<file path="config.mk">
export PLATFORM = sky130hd
export DESIGN_NAME = counter_volts_sweep
export DESIGN_NICKNAME = d
export VERILOG_FILES = /design/src/rtl/counter_volts_sweep.sv
export SDC_FILE = /design/constraint.sdc
export NUM_CORES = 1
export LEC_CHECK = 0
export CAP_MARGIN = 20
export CORE_UTILIZATION = 62
export DETAILED_ROUTE_END_ITERATION = 7
export GPL_TIMING_DRIVEN = 1
export PLACE_DENSITY = 0.83
export SLEW_MARGIN = 15
export SYNTH_ARGS = -nofsm -noshare
export SYNTH_HDL_FRONTEND = slang
export SYNTH_SLANG_ARGS = --single-unit
</file>
<file path="constraint.sdc">
create_clock -name clk_i -period 6.6 [get_ports clk_i]
set_clock_uncertainty 0.2 [all_clocks]
set_input_delay 1.32 -clock clk_i [delete_from_list [all_inputs] [get_ports clk_i]]
set_output_delay 1.32 -clock clk_i [all_outputs]
set_load 0.01 [all_outputs]
</file>
<file path="src/rtl/counter_volts_sweep.sv">
// DAC voltage-code counter with programmable step, limits, direction, wrap/saturate
// and an autonomous sweep FSM with per-code dwell; strobes step_o on every code change.
module counter_volts_sweep #(
  parameter int unsigned Width  = 12,
  parameter int unsigned DwellW = 16
) (
  input  logic              clk_i,
  input  logic              rst_i,
  input  logic [1:0]        opc_i,
  input  logic              start_i,
  input  logic              abort_i,
  input  logic              dir_i,
  input  logic              wrap_i,
  input  logic [Width-1:0]  step_i,
  input  logic [Width-1:0]  min_i,
  input  logic [Width-1:0]  max_i,
  input  logic [DwellW-1:0] dwell_i,
  output logic [Width-1:0]  count_o,
  output logic              step_o,
  output logic              tc_o,
  output logic              wrap_o,
  output logic              busy_o,
  output logic              done_o
);

  typedef enum logic [1:0] {
    S_IDLE  = 2'd0,
    S_DWELL = 2'd1,
    S_STEP  = 2'd2
  } state_e;

  state_e              state_q, state_d;
  logic [Width-1:0]    count_q, count_d;
  logic [DwellW-1:0]   dwell_q, dwell_d;
  logic                step_q, step_d;
  logic                wrap_q, wrap_d;
  logic                done_q, done_d;
  logic                cdir_q, cdir_d;
  logic                cwrap_q, cwrap_d;
  logic [Width-1:0]    cstep_q, cstep_d;
  logic [Width-1:0]    cmin_q, cmin_d;
  logic [Width-1:0]    cmax_q, cmax_d;
  logic [DwellW-1:0]   cdwell_q, cdwell_d;

  logic [Width:0]      live_res, lat_res;
  logic                tc_live, tc_lat;

  // Returns {wrap_flag, next_code}; only the limit in the active direction is checked.
  function automatic logic [Width:0] step_calc(
    input logic [Width-1:0] cnt,
    input logic [Width-1:0] stp,
    input logic [Width-1:0] mn,
    input logic [Width-1:0] mx,
    input logic             dn,
    input logic             wr
  );
    logic [Width:0] inc;
    logic [Width:0] sum;
    logic [Width:0] lo;
    logic [Width:0] res;
    inc = (stp == '0) ? {{Width{1'b0}}, 1'b1} : {1'b0, stp};
    sum = {1'b0, cnt} + inc;
    lo  = {1'b0, mn} + inc;
    if (!dn) begin
      if (sum > {1'b0, mx}) res = wr ? {1'b1, mn} : {1'b0, mx};
      else                  res = {1'b0, sum[Width-1:0]};
    end else begin
      if ({1'b0, cnt} < lo) res = wr ? {1'b1, mx} : {1'b0, mn};
      else                  res = {1'b0, cnt - inc[Width-1:0]};
    end
    return res;
  endfunction

  assign live_res = step_calc(count_q, step_i, min_i, max_i, dir_i, wrap_i);
  assign lat_res  = step_calc(count_q, cstep_q, cmin_q, cmax_q, cdir_q, cwrap_q);

  assign tc_live = dir_i  ? (count_q == min_i)  : (count_q == max_i);
  assign tc_lat  = cdir_q ? (count_q == cmin_q) : (count_q == cmax_q);

  always_comb begin
    state_d  = state_q;
    count_d  = count_q;
    dwell_d  = dwell_q;
    wrap_d   = 1'b0;
    done_d   = 1'b0;
    cdir_d   = cdir_q;
    cwrap_d  = cwrap_q;
    cstep_d  = cstep_q;
    cmin_d   = cmin_q;
    cmax_d   = cmax_q;
    cdwell_d = cdwell_q;
    unique case (state_q)
      S_IDLE: begin
        // An invalid start (min > max) still suppresses the manual command.
        if (start_i) begin
          if (min_i <= max_i) begin
            cdir_d   = dir_i;
            cwrap_d  = wrap_i;
            cstep_d  = step_i;
            cmin_d   = min_i;
            cmax_d   = max_i;
            cdwell_d = dwell_i;
            count_d  = dir_i ? max_i : min_i;
            dwell_d  = dwell_i;
            state_d  = S_DWELL;
          end
        end else begin
          unique case (opc_i)
            2'b00: count_d = '0;
            2'b01: count_d = count_q;
            2'b10: {wrap_d, count_d} = live_res;
            2'b11: count_d = min_i;
            default: count_d = count_q;
          endcase
        end
      end
      S_DWELL: begin
        if (abort_i)              state_d = S_IDLE;
        else if (dwell_q != '0)   dwell_d = dwell_q - 1'b1;
        else                      state_d = S_STEP;
      end
      S_STEP: begin
        if (abort_i) begin
          state_d = S_IDLE;
        end else if (!cwrap_q && tc_lat) begin
          state_d = S_IDLE;
          done_d  = 1'b1;
        end else begin
          {wrap_d, count_d} = lat_res;
          dwell_d = cdwell_q;
          state_d = S_DWELL;
        end
      end
      default: state_d = S_IDLE;
    endcase
    step_d = (count_d != count_q);
  end

  always_ff @(posedge clk_i or posedge rst_i) begin
    if (rst_i) begin
      state_q  <= S_IDLE;
      count_q  <= '0;
      dwell_q  <= '0;
      step_q   <= 1'b0;
      wrap_q   <= 1'b0;
      done_q   <= 1'b0;
      cdir_q   <= 1'b0;
      cwrap_q  <= 1'b0;
      cstep_q  <= '0;
      cmin_q   <= '0;
      cmax_q   <= '0;
      cdwell_q <= '0;
    end else begin
      state_q  <= state_d;
      count_q  <= count_d;
      dwell_q  <= dwell_d;
      step_q   <= step_d;
      wrap_q   <= wrap_d;
      done_q   <= done_d;
      cdir_q   <= cdir_d;
      cwrap_q  <= cwrap_d;
      cstep_q  <= cstep_d;
      cmin_q   <= cmin_d;
      cmax_q   <= cmax_d;
      cdwell_q <= cdwell_d;
    end
  end

  assign count_o = count_q;
  assign step_o  = step_q;
  assign wrap_o  = wrap_q;
  assign done_o  = done_q;
  assign busy_o  = (state_q != S_IDLE);
  assign tc_o    = (state_q == S_IDLE) ? tc_live : tc_lat;

endmodule

</file>
==> results.py <==
metrics = {
    "clocking": {
        "path_clk_slew_ns": 0.08,
        "clock_latency_ns": 0.35,
        "tritoncts": "yes",
        "htree_num_levels": 3,
        "clockBufferDepth": 2,
        "cts-hold-fix-buffers": 0,
        "cts_buffers": 9,
        "ctsRootBufferMaster": "clkbuf_16",
        "cts_sinks": 87,
    },
    "detailed_routing": {
        "route.detailed.drc": 0,
        "antenna_left": 0,
        "detail_route.iter0.violations": 1395,
        "post_drt_via_cell_ratio": 6.73,
        "routed.top_layer": "met4",
        "routed-via-count": 11700,
        "first_pass_iteration_count_of_the_detailed_router": 6,
        "met1_length_um": 15400,
        "met3WireLength_um": 5250,
        "drt_wirelength_um": 40600,
        "dr_wl_met2_um": 17200,
        "route.detailed.wl_per_inst_um": 23.4,
    },
    "min_path": {
        "min-delay-start": "cdwell_q[12]",
        "hold_end": "cdwell_q[12]",
        "hold-path-cell-count": 1,
        "holdCritPathClass": "reg2reg",
    },
    "synthesis": {
        "synth_adder_area_share_pct": 15.8,
        "syn_area_per_cell_um2": 8.03,
        "mappedNetlistArea_mm2": 0.0113,
        "mappedNetlistNets": 1613,
        "syn_inst": 1413,
        "synth_simple_gate_area_share_pct": 17.1,
        "complex_gate_fraction_of_the_synthesized_area_pct": 23.7,
        "yosysUniqueCellTypes": 87,
        "synth_enable_flop_cells": 0,
        "synth.most_common_cell": "nand2_1",
        "synth_top_cell_area_share_pct": 19.2,
        "synth-async-reset-ratio_pct": 100,
        "synth-xor-area-share_pct": 7.18,
        "yosys_warnings": 0,
        "synth_ff_type": "dfrtp_1",
        "synth_seq_cells": 87,
        "synth_sequential_area_ratio_pct": 19.2,
        "synthMuxAreaShare_pct": 10.3,
        "synth_top_family_by_area": "compound AO/OA/AOI/OAI gates",
        "synth_largest_area_cell": "dfrtp_1",
        "cells_taking_the_most_area_after_synthesis": "dfrtp_1 (19%), ha_1 (15%), mux2i_1 (6.2%)",
        "synth_top_cells_by_count": "nand2_1 (154), ha_1 (134), o21ai_0 (105)",
    },
    "die": {
        "core.rowCount": 49,
        "die_x_um": 137,
        "area_of_the_die_mm2": 0.0189,
        "initial_utilization_pct": 63.2,
        "floorplan.die.height_um": 137,
        "core_region_area_mm2": 0.0180,
        "ioPinCount": 77,
    },
    "global_routing": {
        "grt_pass1_wl_um": 61100,
        "groute.usage.overall_pct": 43.7,
        "pin_count_of_the_biggest_net_entering_global_routing": 52,
        "antenna_found_initial": 1,
        "grt_pass1_vias": 11100,
        "grt.overflow.total": 0,
    },
    "place": {
        "place_congestion": 1.03,
        "dpl.hpwl_um": 30200,
        "port_buffers": 76,
        "dpl_cell_area_mm2": 0.0127,
    },
    "timing": {
        "setup_viol": 0,
        "min_period_over_period_pct": 96.9,
        "worst_slew_margin_rel_pct": 41.9,
        "max_freq_ghz": 0.156,
        "report.final.slew_viol_count": 0,
        "finalHoldViolCount": 0,
        "final.min_clock_period_ns": 6.40,
        "worst_pin_slew_ns": 0.868,
    },
    "worst_setup_path": {
        "arrival_ns": 6.42,
        "critical_path_fanout_max": 4,
        "reg2reg_setup_slack_ns": 0.43,
        "logic_depth_of_the_worst_register_to_register_path": 22,
        "crit_path_end_kind": "flip-flop",
        "crit_slowest_cell": "o41ai_2",
        "worst_r2r_startpoint": "cstep_q[1]",
        "critical_path.max_stage_delay_ns": 0.46,
        "critical_path.reg2reg.endpoint": "step_o",
        "cp_data_required_time_ns": 6.62,
        "path_class": "in2reg",
        "cp-start-kind": "input pin",
    },
    "cells_and_area": {
        "final_nets": 1701,
        "flow.area_growth_from_synthesis_pct": 16.5,
        "layout-drive-gt1-share_pct": 14.1,
        "final_area_mm2": 0.0132,
    },
    "status": {
        "outcome": "finished, final reports clean",
    },
    "job": {
        "drv.max_cap_violation_count": 0,
    },
}
how the worst max path moves through the flow:
stage,from,to,depth (start not counted)
detailed placement,step_i[3],step_o,28
CTS,step_i[3],step_o,28
global route,step_i[7],step_o,23
global placement,step_i[3],step_o,28
floorplan,step_i[7],step_o,25
finish,step_i[7],step_o,25
layout make-up:
type | count | area, um2
antenna | 1 | 2.50
sequential | 87 | 2180
timing repair buffer | 170 | 1510
multi-input combinational | 1142 | 8600
tap | 229 | 287
fill | 1397 | 4740
clock inverter | 6 | 76.3
clock buffer | 10 | 229
inverter | 91 | 343
layer usage:
metal / up-vias / track usage (%)
li1: 5308 / -
met1: 5465 / 53.9
met2: 702 / 65.4
met3: 211 / 14.8
met4: 0 / 26.9
met5: - / 0
timing repair:
action,CTS,global route
resized for setup,0,43
hold endpoints to repair,0,0
endpoints found under the setup margin,0,1
setup buffers,0,3
stage by stage:
stage               util [%]  instances  setup slack [ns]  hold slack (ns)  TNS [ns]
global placement        70.7       1716            -0.199            0.290    -0.199
floorplan                  -       1413             0.698            0.279         0
finish                  73.6       1736             0.202            0.311         0
global route            73.6       1735           -0.0715            0.326   -0.0715
CTS                     72.4       1732            0.0220            0.312         0
detailed placement      70.7       1716            -0.327            0.296    -0.327
logic make-up (layout without fill, tap and decap cells):
| family | after synthesis | count (layout) |
|---|---|---|
| compound gates | 400 | 400 |
| xor+xnor | 93 | 93 |
| fa+ha+maj | 140 | 140 |
| buf+inv | 184 | 277 |
| flops | 87 | 87 |
| mux | 112 | 112 |
| other cells | 0 | 1 |
| simple gates | 397 | 397 |
cells in the final DEF, fill, tap and decap left out, types with 5 or more instances in the layout:
cell type	count
xnor2_1	70
nor4_2	5
a31oi_1	10
nand2b_1	16
nor2b_1	20
o211ai_1	18
mux2_2	42
a211oi_1	14
or4_1	6
nor3b_1	7
fa_1	6
mux2i_1	70
xor2_1	22
ha_1	133
o31ai_1	5
nor4_1	11
o21bai_1	16
buf_4	91
nand3_1	27
dlymetal6s2s_1	8
nor2_1	70
nor3_1	24
dfrtp_1	87
a211o_1	5
o221ai_1	9
nand2_1	154
clkbuf_16	9
a21o_1	12
inv_1	89
o21a_1	7
a221oi_2	5
a21oi_1	82
o21ai_1	12
a22oi_1	16
o21ai_0	104
or3_1	11
clkdlybuf4s50_1	67
nand4_1	17
sequential cells by signal (all words and copies together), names as in the netlist:
name	count
cwrap_q	1
cmin_q	12
cmax_q	12
dwell_q	16
cstep_q	12
wrap_o	1
cdwell_q	16
cdir_q	1
step_o	1
state_q	2
done_o	1
count_o	12
worst max-delay path: cells and delay by family:
family | cells | cell delay, ns
buffers and inverters | 3 | 0.76
adder cells (fa/ha/maj) | 2 | 0.48
AND/OR/NAND/NOR | 6 | 0.87
AO/OA/AOI/OAI | 13 | 2.93
XOR/XNOR | 1 | 0.08
Power is left out: the tool's default activity adds up to more than one toggle a clock period on the data nets, which glitch-free logic cannot reach.
